## config.mk

```make
export PLATFORM = sky130hd
export DESIGN_NAME = dmem_arbiter
export DESIGN_NICKNAME = d
export VERILOG_FILES = /design/src/rtl/dmem_arb_pkg.sv /design/src/rtl/dmem_arb_grant.sv /design/src/rtl/dmem_arbiter.sv
export SDC_FILE = /design/constraint.sdc
export NUM_CORES = 1
export LEC_CHECK = 0
export CAP_MARGIN = 20
export CORE_AREA = 2 2 120 122
export DETAILED_ROUTE_END_ITERATION = 16
export DIE_AREA = 0 0 122 124
export SETUP_SLACK_MARGIN = 0.5
export SLEW_MARGIN = 30
export SYNTH_ARGS = -nofsm -noshare
export SYNTH_HDL_FRONTEND = slang
export SYNTH_SLANG_ARGS = --single-unit
```

## constraint.sdc

```tcl
create_clock -name clk -period 2.2 [get_ports clk]
set_clock_uncertainty 0.15 [all_clocks]
set_input_delay 0.33 -clock clk [delete_from_list [all_inputs] [get_ports clk]]
set_output_delay 0.33 -clock clk [all_outputs]
set_load 0.005 [all_outputs]
```

## src/rtl/dmem_arb_pkg.sv

```systemverilog
// -----------------------------------------------------------------------------
// dmem_arb_pkg
//   Shared types and constants for the two-port data-memory arbiter.
//
//   rd_tag_t : which requester owns the read whose data returns next cycle.
//   owner_t  : last port granted (used by the fair alternating policy).
//   STARVE_W : width of the port-1 starvation counter.
//
//   Optional build macro: DMEM_ARB_RR_EN (selects the alternating policy).
// -----------------------------------------------------------------------------
package dmem_arb_pkg;

  typedef enum logic [1:0] {
    TAG_NONE,
    TAG_P0,
    TAG_P1
  } rd_tag_t;

  typedef enum logic {
    OWN_P0,
    OWN_P1
  } owner_t;

  localparam int unsigned STARVE_W = 4;

  // Encode a read tag from a port grant and its write flag.
  function automatic rd_tag_t read_tag(input logic gnt0, input logic we0,
                                       input logic gnt1, input logic we1);
    rd_tag_t tag;
    tag = TAG_NONE;
    if (gnt0 && !we0) begin
      tag = TAG_P0;
    end else if (gnt1 && !we1) begin
      tag = TAG_P1;
    end
    return tag;
  endfunction

endpackage

```

## src/rtl/dmem_arb_grant.sv

```systemverilog
// -----------------------------------------------------------------------------
// dmem_arb_grant
//   Pure combinational grant logic for the data-memory arbiter.
//
//   Ports:
//     reset_n    in   1          synchronous active-low reset; forces no grant
//     req0       in   1          port-0 request
//     req1       in   1          port-1 request
//     starve_cnt in   STARVE_W   port-1 denied-cycle count (priority policy)
//     last_owner in   owner_t    last granted port (DMEM_ARB_RR_EN build)
//     gnt        out  2          one-hot grant, bit 0 = port 0, bit 1 = port 1
//
//   Build macro DMEM_ARB_RR_EN: when defined, conflicts alternate between the
//   two ports; otherwise port 0 has priority unless port 1 has been denied
//   MAX_WAIT consecutive cycles.
// -----------------------------------------------------------------------------
module dmem_arb_grant
  import dmem_arb_pkg::*;
#(
  parameter int unsigned MAX_WAIT = 4
) (
  input  logic                reset_n,
  input  logic                req0,
  input  logic                req1,
`ifdef DMEM_ARB_RR_EN
  input  owner_t              last_owner,
`else
  input  logic [STARVE_W-1:0] starve_cnt,
`endif
  output logic [1:0]          gnt
);

  logic p1_wins_conflict;

`ifdef DMEM_ARB_RR_EN
  // Fair alternation: whoever did not go last wins a tie.
  assign p1_wins_conflict = (last_owner == OWN_P0);
`else
  // Port 1 overrides the CPU only once its wait bound is reached.
  assign p1_wins_conflict = (starve_cnt == STARVE_W'(MAX_WAIT));
`endif

  always_comb begin
    gnt = 2'b00;
    if (reset_n) begin
      if (req0 && req1) begin
        gnt = p1_wins_conflict ? 2'b10 : 2'b01;
      end else if (req0) begin
        gnt = 2'b01;
      end else if (req1) begin
        gnt = 2'b10;
      end
    end
  end

endmodule

```

## src/rtl/dmem_arbiter.sv

```systemverilog
// -----------------------------------------------------------------------------
// dmem_arbiter
//   Shares one data-memory port between the CPU load/store unit (port 0) and
//   a DMA / boot-loader master (port 1). Valid/grant handshake per port, one
//   transfer per cycle, reads tagged so the 1-cycle return data is steered
//   back to the requester that issued it.
//
//   Ports:
//     clk, reset_n                 clock, synchronous active-low reset
//     i_req0/i_we0/i_addr0/        port-0 request, write flag, byte address,
//       i_wdata0/i_be0             lane-aligned write data, byte enables
//     o_gnt0                       port-0 grant (transfer when req & gnt)
//     o_rvalid0/o_rdata0           port-0 read return (data is 0 when idle)
//     i_req1 ... o_rdata1          identical set for port 1
//     dmem_addr/dmem_wdata/dmem_be memory command (all 0 when nothing granted)
//     dmem_wren/dmem_rden          memory write / read strobes
//     dmem_rdata                   memory read data, valid 1 cycle after rden
//
//   Build macro DMEM_ARB_RR_EN: alternating fair policy instead of the default
//   port-0 priority with bounded port-1 starvation (MAX_WAIT).
// -----------------------------------------------------------------------------
module dmem_arbiter
  import dmem_arb_pkg::*;
#(
  parameter int unsigned ADDR_W   = 32,
  parameter int unsigned DATA_W   = 32,
  parameter int unsigned MAX_WAIT = 4
) (
  input  logic                clk,
  input  logic                reset_n,

  input  logic                i_req0,
  input  logic                i_we0,
  input  logic [ADDR_W-1:0]   i_addr0,
  input  logic [DATA_W-1:0]   i_wdata0,
  input  logic [DATA_W/8-1:0] i_be0,
  output logic                o_gnt0,
  output logic                o_rvalid0,
  output logic [DATA_W-1:0]   o_rdata0,

  input  logic                i_req1,
  input  logic                i_we1,
  input  logic [ADDR_W-1:0]   i_addr1,
  input  logic [DATA_W-1:0]   i_wdata1,
  input  logic [DATA_W/8-1:0] i_be1,
  output logic                o_gnt1,
  output logic                o_rvalid1,
  output logic [DATA_W-1:0]   o_rdata1,

  output logic [ADDR_W-1:0]   dmem_addr,
  output logic [DATA_W-1:0]   dmem_wdata,
  output logic [DATA_W/8-1:0] dmem_be,
  output logic                dmem_wren,
  output logic                dmem_rden,
  input  logic [DATA_W-1:0]   dmem_rdata
);

  logic [1:0] gnt;
  rd_tag_t    rd_tag_q;
  rd_tag_t    rd_tag_d;

`ifdef DMEM_ARB_RR_EN
  owner_t     last_owner_q;
`else
  logic [STARVE_W-1:0] starve_cnt_q;
`endif

  // ---------------------------------------------------------------------------
  // Grant
  // ---------------------------------------------------------------------------
  dmem_arb_grant #(
    .MAX_WAIT   (MAX_WAIT)
  ) u_grant (
    .reset_n    (reset_n),
    .req0       (i_req0),
    .req1       (i_req1),
`ifdef DMEM_ARB_RR_EN
    .last_owner (last_owner_q),
`else
    .starve_cnt (starve_cnt_q),
`endif
    .gnt        (gnt)
  );

  assign o_gnt0 = gnt[0];
  assign o_gnt1 = gnt[1];

  // ---------------------------------------------------------------------------
  // Memory command mux
  // ---------------------------------------------------------------------------
  always_comb begin
    dmem_addr  = '0;
    dmem_wdata = '0;
    dmem_be    = '0;
    dmem_wren  = 1'b0;
    dmem_rden  = 1'b0;
    unique case (gnt)
      2'b01: begin
        dmem_addr  = i_addr0;
        dmem_wdata = i_wdata0;
        dmem_be    = i_be0;
        dmem_wren  = i_we0;
        dmem_rden  = ~i_we0;
      end
      2'b10: begin
        dmem_addr  = i_addr1;
        dmem_wdata = i_wdata1;
        dmem_be    = i_be1;
        dmem_wren  = i_we1;
        dmem_rden  = ~i_we1;
      end
      default: ;
    endcase
  end

  // ---------------------------------------------------------------------------
  // Read tag: remembers who owns the data the memory returns next cycle.
  // Grants are already suppressed during reset, so a read in flight when
  // reset is sampled never produces a return.
  // ---------------------------------------------------------------------------
  assign rd_tag_d = read_tag(gnt[0], i_we0, gnt[1], i_we1);

  always_ff @(posedge clk) begin
    if (!reset_n) begin
      rd_tag_q <= TAG_NONE;
    end else begin
      rd_tag_q <= rd_tag_d;
    end
  end

`ifdef DMEM_ARB_RR_EN
  // ---------------------------------------------------------------------------
  // Alternating policy state
  // ---------------------------------------------------------------------------
  always_ff @(posedge clk) begin
    if (!reset_n) begin
      last_owner_q <= OWN_P1;
    end else if (gnt[0]) begin
      last_owner_q <= OWN_P0;
    end else if (gnt[1]) begin
      last_owner_q <= OWN_P1;
    end
  end
`else
  // ---------------------------------------------------------------------------
  // Starvation counter: consecutive cycles port 1 has been held off. Clears as
  // soon as port 1 is served or withdraws; saturates at the bound so the
  // grant logic sees an exact match.
  // ---------------------------------------------------------------------------
  always_ff @(posedge clk) begin
    if (!reset_n) begin
      starve_cnt_q <= '0;
    end else if (!i_req1 || gnt[1]) begin
      starve_cnt_q <= '0;
    end else if (starve_cnt_q != STARVE_W'(MAX_WAIT)) begin
      starve_cnt_q <= starve_cnt_q + 1'b1;
    end
  end
`endif

  // ---------------------------------------------------------------------------
  // Return demux
  // ---------------------------------------------------------------------------
  assign o_rvalid0 = (rd_tag_q == TAG_P0);
  assign o_rvalid1 = (rd_tag_q == TAG_P1);
  assign o_rdata0  = o_rvalid0 ? dmem_rdata : '0;
  assign o_rdata1  = o_rvalid1 ? dmem_rdata : '0;

endmodule

```

==> results by stage, run 1 <==
STA:
- At the pin with the least slew margin, the transition time is around 0.22 ns.
- The final clock period utilization by the worst path is 122%.
- Counting I/O delays and the setup requirement, the final critical path takes between 2 and 3 ns.
- The number of hold violations in the final report is 0.
- The highest clock frequency the design can meet is between 0.3 and 0.4 GHz.
- The number of max-slew violations in the final report is 0.
- Setup violations remaining at the end of the flow were counted as 70.
- After layout, the worst setup slack is -0.473 ns.
- The tightest slew margin relative to the limit is between 80% and 90%.
- Setup total negative slack on the finished layout was measured at -29.13 ns.
- Setup repair after global routing could not meet its margin everywhere.

Finish:
- The number of nets in the layout is 834.
- The final cell count without fillers is 834.
- For this run, the share of the core covered by cells in the final layout is 51.1%.
- Relative to the synthesized area, the layout overhead comes to 307%.
- The post-layout instance area is between 7000 and 8000 sq um.
- The share of layout cells above drive strength 1 is ~67%.
- 0 antenna diodes ended up in the layout.
- In the layout the commonest cells are 170 x sky130_fd_sc_hd__clkdlybuf4s50_1, 105 x sky130_fd_sc_hd__buf_6, 69 x sky130_fd_sc_hd__a22oi_2, 67 x sky130_fd_sc_hd__buf_2, 64 x sky130_fd_sc_hd__and2_4.
- The layout has 1259 filler cells.
- The most common cell after layout, fill and taps aside is sky130_fd_sc_hd__clkdlybuf4s50_1.

Placement:
- Summing all placed instances gives a cell area of 5350 sq um.
- Once detailed placement completed, the half-perimeter wirelength came to 9770 microns.
- The final weighted congestion in routability-driven placement is 0.761.
- The count of port buffers added during placement is 311.
- The number of placed instances, taps included, is 755.
- The worst slack at placement is -0.865 ns.

Yosys:
- The dominant combinational cell family by area after synthesis is simple AND/OR/NAND/NOR gates.
- The compound-gate portion of the synthesized area is between 30 and 40%.
- Measured against the total synthesized area, the mux share comes to 0%.
- The leading area contributor after synthesis is sky130_fd_sc_hd__a22oi_1.
- Synthesis produced 267 cells.
- Yosys printed 0 warnings.
- The sequential cell area fraction in the yosys report is around 7%.
- The number of nets handed over by synthesis was approximately 450.
- The synthesized-area fraction occupied by adder cells is 2.91%.
- After Yosys synthesis, XOR and XNOR cells account for a little over 1% of the synthesized area.
- By area the synthesized netlist is led by sky130_fd_sc_hd__a22oi_1 25%, sky130_fd_sc_hd__and2_1 23%, sky130_fd_sc_hd__nor2_1 16%.
- The number of different library cells used by synthesis comes to 23.
- Summing every instance area after synthesis gives 1720 sq um.
- A synthesized cell averages around 6.4 sq um.
- The simple-gate share of the synthesized area is 42.6%.
- The post-synthesis sequential element count is 6.
- The area share of the largest cell type after synthesis is between 20% and 30%.

CTS:
- The clock transition at the registers of the reported paths is roughly 0.030 ns.
- In this run the number of H-tree levels came out at 1.
- The tree built by TritonCTS fans out to 6 sinks.
- The largest buffer count on any clock path is 2.
- In this run the clock root is driven by a sky130_fd_sc_hd__clkbuf_16.
- The number of CTS-inserted buffers is 3.
- The TritonCTS clock tree is yes.
- The clock latency on the worst-skew pair is 0.23 ns.

Status:
- The final reports fail on negative setup slack.
- The flow ran to the end, but the final reports show violations.

Routing:
- The pre-antenna-repair detailed-routing pass consisted of 4 iterations.
- Detailed routing inserted a total of ~3600 vias.
- After detailed routing, the number of vias per cell comes to roughly 4.4.
- The number of design rule violations left after detail routing is 0.
- Dividing the detail-routed wire length by the instance count gives around 19 microns.
- The number of antenna-violating nets in the routed design is 0.
- The wire length reported by the detailed router is around 16000 microns.
- The DRC marker count from the first detailed-route iteration is 86.

Global route:
- The largest net degree at the start of global routing is 17.
- The sum of overflow across all layers after global routing is 0.
- The number of antenna violations at the first check in global routing came to 0.
- The via count of the first global-routing pass is approximately 3800.
- Global routing used approximately a fifth of the available tracks across all layers.
- The first-pass GRT wire length is 21400 microns.

Pwr:
- The switching part of the total power is between 30% and 40%.
- The largest vdd supply drop is about 0.15 mV.
- The combinational fraction of design power is 73.2%.
- The cell area power density is 217 nW/um^2.
- For this design the total switching power over the nets is approximately 0.46 mW.
- Sequential cells burn around 7.5% of the power.
- Internal power comes to 1.06 mW.
- In this run the static leakage power is roughly 3.0 nW.
- In this run, the clock network consumes roughly a fifth of the power.

Floorplanning:
- The effective utilization at floorplan is between 10% and 20%.
- The vertical die dimension is about 120 microns.
- The number of top-level pins is about 310.
- The standard cell core area is 13700 sq um.
- The floorplan has between 40 and 50 rows.
- From left edge to right edge, the die measures ~120 microns.
- The die covers 15100 sq um.

Min path:
- The startpoint of the most critical hold path is starve_cnt_q[0].
- The path with the worst hold slack has its endpoint at starve_cnt_q[0].
- The worst hold path belongs to the class flop to flop.
- The worst hold path passes through 2 cells.

Critical path:
- The endpoint of the lowest-slack register-to-register path is rd_tag_q[0].
- The maximum fanout count along the critical path is 7.
- The critical path class is flop to primary output.
- The beginning of the worst register-to-register path is starve_cnt_q[1].
- The launching element type of the critical path is a flop.
- STA puts the critical path data required time at between 1.5 and 2 ns.
- Data arrives at the worst endpoint at around 2.2 ns.
- The kind of end point of the critical path is a primary output.
- The worst reg2reg path depth is 8.
- The worst register-to-register path has a setup slack of roughly 0.7 ns.

Run:
- Max-cap violations in this run came to 0.
==> Yosys cell counts <==
cell type                  instances
sky130_fd_sc_hd__a21o_1            1
sky130_fd_sc_hd__a21oi_1           1
sky130_fd_sc_hd__a22oi_1          58
sky130_fd_sc_hd__a22oi_2          11
sky130_fd_sc_hd__and2_1           64
sky130_fd_sc_hd__and2b_1           1
sky130_fd_sc_hd__buf_2            17
sky130_fd_sc_hd__buf_4             1
sky130_fd_sc_hd__buf_6             6
sky130_fd_sc_hd__clkbuf_1          6
sky130_fd_sc_hd__dfxtp_1           6
sky130_fd_sc_hd__ha_1              4
sky130_fd_sc_hd__inv_1             6
sky130_fd_sc_hd__nand2_1           1
sky130_fd_sc_hd__nand2b_1          2
sky130_fd_sc_hd__nand3_1           1
sky130_fd_sc_hd__nand3b_1          1
sky130_fd_sc_hd__nand4_1           1
sky130_fd_sc_hd__nor2_1           75
sky130_fd_sc_hd__nor2b_2           1
sky130_fd_sc_hd__o211ai_1          1
sky130_fd_sc_hd__xnor2_1           1
sky130_fd_sc_hd__xor2_1            1
==> cell families after synthesis <==
logic type,after synthesis
simple gates,147
compound gates,72
buf+inv,36
flops,6
fa+ha+maj,4
xor+xnor,2
==> sequential cells by signal, summed over array words and instances, names as in the netlist <==
signal        count
starve_cnt_q      4
rd_tag_q          2
==> through the flow <==
step                      hold WS, ns  total power, mW
after floorplan                 0.252            0.366
after global placement          0.346            0.857
after detailed placement        0.365            0.864
after CTS                       0.370             1.42
after global routing            0.384             1.59
final                           0.371             1.52
==> critical path, stage by stage (launching register included) <==
cell and delay (ns):
sky130_fd_sc_hd__dfxtp_2 0.31, sky130_fd_sc_hd__inv_2 0.06, sky130_fd_sc_hd__ha_4 0.12, sky130_fd_sc_hd__nand3b_1 0.11, sky130_fd_sc_hd__buf_4 0.16, sky130_fd_sc_hd__a21o_1 0.19
sky130_fd_sc_hd__buf_6 0.13, sky130_fd_sc_hd__ha_4 0.25, sky130_fd_sc_hd__buf_6 0.14, sky130_fd_sc_hd__buf_12 0.12, sky130_fd_sc_hd__buf_16 0.14, sky130_fd_sc_hd__nor2_2 0.10
sky130_fd_sc_hd__buf_2 0.11
==> layout make-up <==
type	instances	area (sq um)	area share [%]
Clock buffer	3	75.1	1.07
Tap cell	180	225	3.21
Timing Repair Buffer	414	4490	64.2
Inverter	6	25.0	0.357
Sequential cell	6	125	1.79
Multi-Input combinational cell	225	2060	29.4
==> what timing repair did <==
| action | CTS | global route |
|---|---|---|
| endpoints found under the setup margin | 138 | 137 |
| pin swaps | 53 | 51 |
| resized for setup | 635 | 187 |
| buffers inserted | 39 | 15 |
| gates cloned | 20 | 2 |
| hold buffers | 0 | 0 |
==> power groups by stage <==
| stage | Combinational, mW | Sequential [mW] | Clock, mW |
|---|---|---|---|
| 6_report | 1.11 | 0.114 | 0.294 |
| 3_3_place_gp | 0.742 | 0.114 | 0 |
| 5_1_grt | 1.18 | 0.114 | 0.302 |
| 4_1_cts | 1.01 | 0.114 | 0.294 |
| 2_1_floorplan | 0.251 | 0.115 | 0 |
| 3_5_place_dp | 0.749 | 0.115 | 0 |
==> worst max path at each step <==
stage | start | depth (start not counted) | end | slack [ns]
floorplan | starve_cnt_q[1] | 11 | dmem_be[3] | 0.04
global placement | i_req1 | 10 | dmem_addr[11] | -0.77
detailed placement | i_req1 | 10 | dmem_wdata[13] | -0.87
CTS | starve_cnt_q[1] | 10 | dmem_addr[5] | -0.51
global route | starve_cnt_q[1] | 12 | dmem_wdata[10] | -0.58
finish | starve_cnt_q[1] | 12 | dmem_wdata[10] | -0.47
==> per-layer routing <==
layer	vias to the layer above	GRT usage (%)	share of wire, %
met5	-	0	0
met4	0	4.24	2.0
met3	19	3.43	7.8
met2	197	37.5	55
met1	1715	20.0	35
li1	1704	-	-
Power figures use the tool's default switching activity.
==> run 2, diff against run 1 <==
Settings changed: ABC_AREA set to 1, CORE_AREA 2 2 120 122 to 2 2 121 123, DIE_AREA 0 0 122 124 to 0 0 123 125.
==> run 2 against run 1 <==
Compared with the run above: the run still ends with negative setup slack left; critical path depth grew 2; area after synthesis grew 6.7%; design area shrank 2.9%; clock-buffer cell count is the same; via count grew 7.6%; wire length shrank 2.9%; largest power group unchanged; critical path type unchanged.
==> results by stage, run 2 <==
Status:
- The flow ran to the end, but the final reports show violations.
- The final reports fail on negative setup slack.

Yosys:
- The biggest area contributor in the post-synthesis netlist is sky130_fd_sc_hd__nand2_1.
- The number of nets in the synthesized netlist is 560 (+26%).
- The count of flip-flops with a built-in enable after synthesis came to 0 (unchanged).
- The post-synthesis sequential element count was 6 (unchanged).
- The number of distinct library cells after synthesis is 19 (-17%).
- The area share of the largest cell type after synthesis is 30.1% (+4.8 points).
- The Yosys warning count is 0 (unchanged).
- Counting instances in the post-synthesis netlist gives the leading cell types as 147 x sky130_fd_sc_hd__nand2_1, 72 x sky130_fd_sc_hd__a21oi_1, 65 x sky130_fd_sc_hd__nor2_1, 45 x sky130_fd_sc_hd__inv_1, 10 x sky130_fd_sc_hd__buf_2.
- The sequential cell area fraction in the yosys report is 6.55% (-0.44 points).
- The synthesized instance count is 382 (+43%).
- By instance count, the leading cell after synthesis is sky130_fd_sc_hd__nand2_1.
- The post-synthesis average cell area is 4.80 sq um (-25%).
- The post-synthesis instance area is 1830 sq um (+6.7%).
- By area the synthesized netlist is led by sky130_fd_sc_hd__nand2_1 30%, sky130_fd_sc_hd__a21oi_1 20%, sky130_fd_sc_hd__nor2_1 13%.
- For this run, the leading register cell type out of synthesis is sky130_fd_sc_hd__dfxtp_1.
- The async set-reset flop share out of synthesis is 0% (unchanged).

Pwr:
- The leakage dissipation is 3.12 nW (+5.0%).
- The cell area power density is 236 nW/um^2 (+8.8%).
- The largest vdd supply drop is 0.142 mV (-2.9%).

Finish:
- The number of diodes added for antenna fixing is 0 (unchanged).
- The signed area change from the synthesized netlist to the final layout is 271%.
- The library cells used most frequently in the layout, excluding fill and tap cells, are 170 x sky130_fd_sc_hd__clkdlybuf4s50_1, 109 x sky130_fd_sc_hd__buf_2, 89 x sky130_fd_sc_hd__nand2_1, 59 x sky130_fd_sc_hd__a21oi_2, 43 x sky130_fd_sc_hd__nor2_4.
- The number of nets in the layout is 931 (+12%).
- The library cell used most frequently in the layout, excluding fill and tap cells, is sky130_fd_sc_hd__clkdlybuf4s50_1.
- The share of layout cells above drive strength 1 came to 54.2% (-13 points).
- The final cell count without fillers is 935 (+12%).
- The register with the most flip-flops in the final layout is starve_cnt_q.
- The number of inserted filler cells in the final layout is 1406 (+12%).
- The largest registers in the layout are starve_cnt_q (4), rd_tag_q (2).
- The flip-flop count of the largest register after layout is 4 (unchanged).
- The final design utilization is 47.9% (-3.2 points).

Critical path:
- Walking the worst path, the cells encountered are inv_2 -> ha_4 -> nand3_4 -> nand2_2 -> nand2_4 -> buf_12 -> ha_4 -> buf_12 -> buf_12 -> buf_16 -> buf_12 -> nand2_2 -> a21oi_2 -> buf_2.
- The launching element type of the critical path is a flop.
- The worst-case register-to-register setup slack came to 0.90 ns (+0.22 ns).
- The arrival time of data at the critical path endpoint is 2.08 ns (-0.11 ns).
- The worst register-to-register path ends at rd_tag_q[1].
- The launch point of the worst path is starve_cnt_q[0].
- The cell repeated most along the worst path is sky130_fd_sc_hd__buf_12.
- The critical path class is flop to primary output.
- The delay of the slowest cell on the worst path is 0.31 ns (about the same).
- The cell family with the largest share of critical-path delay is buffers and inverters.
- The worst path buffer plus inverter count came to 7 (unchanged).
- The beginning of the worst register-to-register path is starve_cnt_q[0].
- The required time of the critical path was 1.72 ns (about the same).
- The worst reg2reg path depth is 8 (unchanged).
- The maximum fanout count along the critical path is 7 (unchanged).
- STA classifies the critical path endpoint as a primary output.
- The critical-path cell with the highest stage delay is sky130_fd_sc_hd__dfxtp_2.
- The total stage count of the critical path came to 14 (+2).

STA:
- The transition time at the pin with the least slew margin is 0.227 ns (+0.0105 ns).
- The final count of negative-setup-slack endpoints is 70 (unchanged).
- The number of max-slew violations in the final report is 0 (unchanged).
- The highest clock frequency the design can meet is 0.390 GHz (+4.2%).
- The final clock period utilization by the worst path is 117% (-4.9 points).
- Setup repair after global routing could not meet its margin everywhere.
- The setup slack of the critical path after layout was -0.365 ns (+0.108 ns).
- The number of hold violations in the final report is 0 (unchanged).
- The tightest slew margin relative to the limit is 84.8% (-0.63 points).
- The final critical delay including setup and external delays is 2.56 ns (-0.108 ns).

Routing:
- The DRC marker count from the first detailed-route iteration is 78 (-9.3%).
- The number of antenna-violating nets in the routed design came to 0 (unchanged).
- The number of design rule violations left after detail routing is 0 (unchanged).
- The via count was 3912 (+7.6%).
- The wire length reported by the detailed router is 15400 microns (-2.9%).
- The via-per-instance ratio is 4.18 (-4.0%).
- The first-pass detailed-route iteration total came to 4 (unchanged).
- The average routed wire per standard cell came to 16.4 microns (-13%).

Floorplanning:
- The effective utilization at floorplan came to 12.9% (+0.38 points).
- The standard cell core area is 14200 sq um (+3.5%).
- The area of the die is 15400 sq um (+1.6%).
- The number of top-level pins is 312 (unchanged).
- The width of the die is 123 microns (+0.82%).
- The vertical die dimension was 125 microns (+0.81%).
- The number of rows created at floorplan is 44 (+2.3%).

Min path:
- The worst min-delay path endpoint is starve_cnt_q[3].
- The worst hold path stage count was 2 (unchanged).
- The startpoint of the most critical hold path is starve_cnt_q[3].
- The kind of path behind the tightest hold check is flop to flop.

CTS:
- The CTS sink count is 6 (unchanged).
- The number of CTS-inserted buffers was 3 (unchanged).
- The cell at the root of the clock tree is sky130_fd_sc_hd__clkbuf_16.
- The deepest level of the CTS H-tree is 1 (unchanged).
- The TritonCTS clock tree is yes.
- The largest buffer count on any clock path is 2 (unchanged).
- The clock transition at the registers of the reported paths was 0.03 ns (about the same).
- The count of hold buffers inserted by post-cts repair is 0 (unchanged).
- The clock latency on the worst-skew pair came to 0.23 ns (about the same).

Global route:
- The sum of overflow across all layers after global routing was 0 (unchanged).
- The largest net degree at the start of global routing was 18 (+1).
- The global-route total usage across every layer was 18.4% (-0.27 points).
- The via count of the first global-routing pass is 3876 (+1.7%).
- The first-pass GRT wire length came to 21700 microns (+1.2%).
- The number of antenna violations at the first check in global routing was 0 (unchanged).

Placement:
- The HPWL after detailed placement came to 9120 microns (-6.6%).
- The number of placed instances, taps included came to 870 (+15%).
- The final weighted congestion in routability-driven placement is 0.795 (+4.5%).
- The count of port buffers added during placement is 311 (unchanged).

Run:
- The total of max-cap violations is 0 (unchanged).
-- run 2: cell types whose count changed after synthesis, sizes merged, moves of 2 or more --
cell / change
and2: -64
nor2: -6
a21oi: +71
inv: +40
nand2: +147
nand3: +2
a22oi: -69
nand2b: -2
-- run 2: per-layer routing --
metal / GRT usage [%] / wire length [microns]
met1: 18.7 / 5220
met2: 37.0 / 8550
met3: 4.06 / 1330
met4: 4.55 / 267
met5: 0 / 0
-- run 2: how the worst max path moves through the flow --
stage	to	slack, ns
6_report	dmem_addr[16]	-0.36
5_1_grt	dmem_addr[16]	-0.43
4_1_cts	dmem_addr[2]	-0.41
3_5_place_dp	dmem_be[2]	-0.78
3_3_place_gp	dmem_be[2]	-0.78
2_1_floorplan	dmem_addr[0]	0.20
-- run 2: cell type report --
cell class	count	area (sq um)	share of cell area, %
well taps	184	230	3.38
repair inverters	2	60.1	0.883
clock buffers	3	75.1	1.10
flip-flops and latches	6	128	1.88
inverters	46	191	2.81
repair buffers	394	3920	57.7
multi-input cells	300	2190	32.2
-- run 2: what timing repair did --
item	in CTS	in global routing
endpoints found under the hold margin	0	0
resized for setup	495	340
buffers inserted	35	4
endpoints found under the setup margin	137	132
cloned	21	2
pin swaps	17	50
-- run 2: per-stage QoR --
stage          power, mW  setup slack [ns]  hold slack (ns)  area, sq um  TNS, ns
2_1_floorplan      0.352             0.197            0.247         1900        0
3_3_place_gp       0.907            -0.781            0.303         5240   -48.14
3_5_place_dp       0.908            -0.778            0.310         5240   -49.05
4_1_cts             1.49            -0.405            0.314         6250   -23.07
5_1_grt             1.69            -0.426            0.357         6800   -24.86
6_report            1.61            -0.365            0.314         6800   -19.88
-- run 2: tightest hold or removal path, delay by kind of cell (launching register included) --
kind             cells  cell delay [ns]
AND/OR/NAND/NOR      1             0.06
flip-flops           1             0.30
AO/OA/AOI/OAI        1             0.05
-- run 2: cells by family (layout without fill, tap and decap cells) --
| group | Yosys count | count (layout) | share of synthesized area (%) |
|---|---|---|---|
| flip-flops | 6 | 6 | 6.55 |
| adder cells (fa/ha/maj) | 4 | 4 | 2.73 |
| XOR/XNOR | 1 | 1 | 0.478 |
| buffers and inverters | 76 | 445 | 23.3 |
| AND/OR/NAND/NOR | 222 | 222 | 46.9 |
| AO/OA/AOI/OAI | 73 | 73 | 20.1 |
-- run 2: power breakdown --
group | total, mW | internal [mW] | switching [mW]
registers | 0.113 | 0.112 | 0.00174
logic | 1.20 | 0.714 | 0.483
clock network | 0.298 | 0.233 | 0.0643
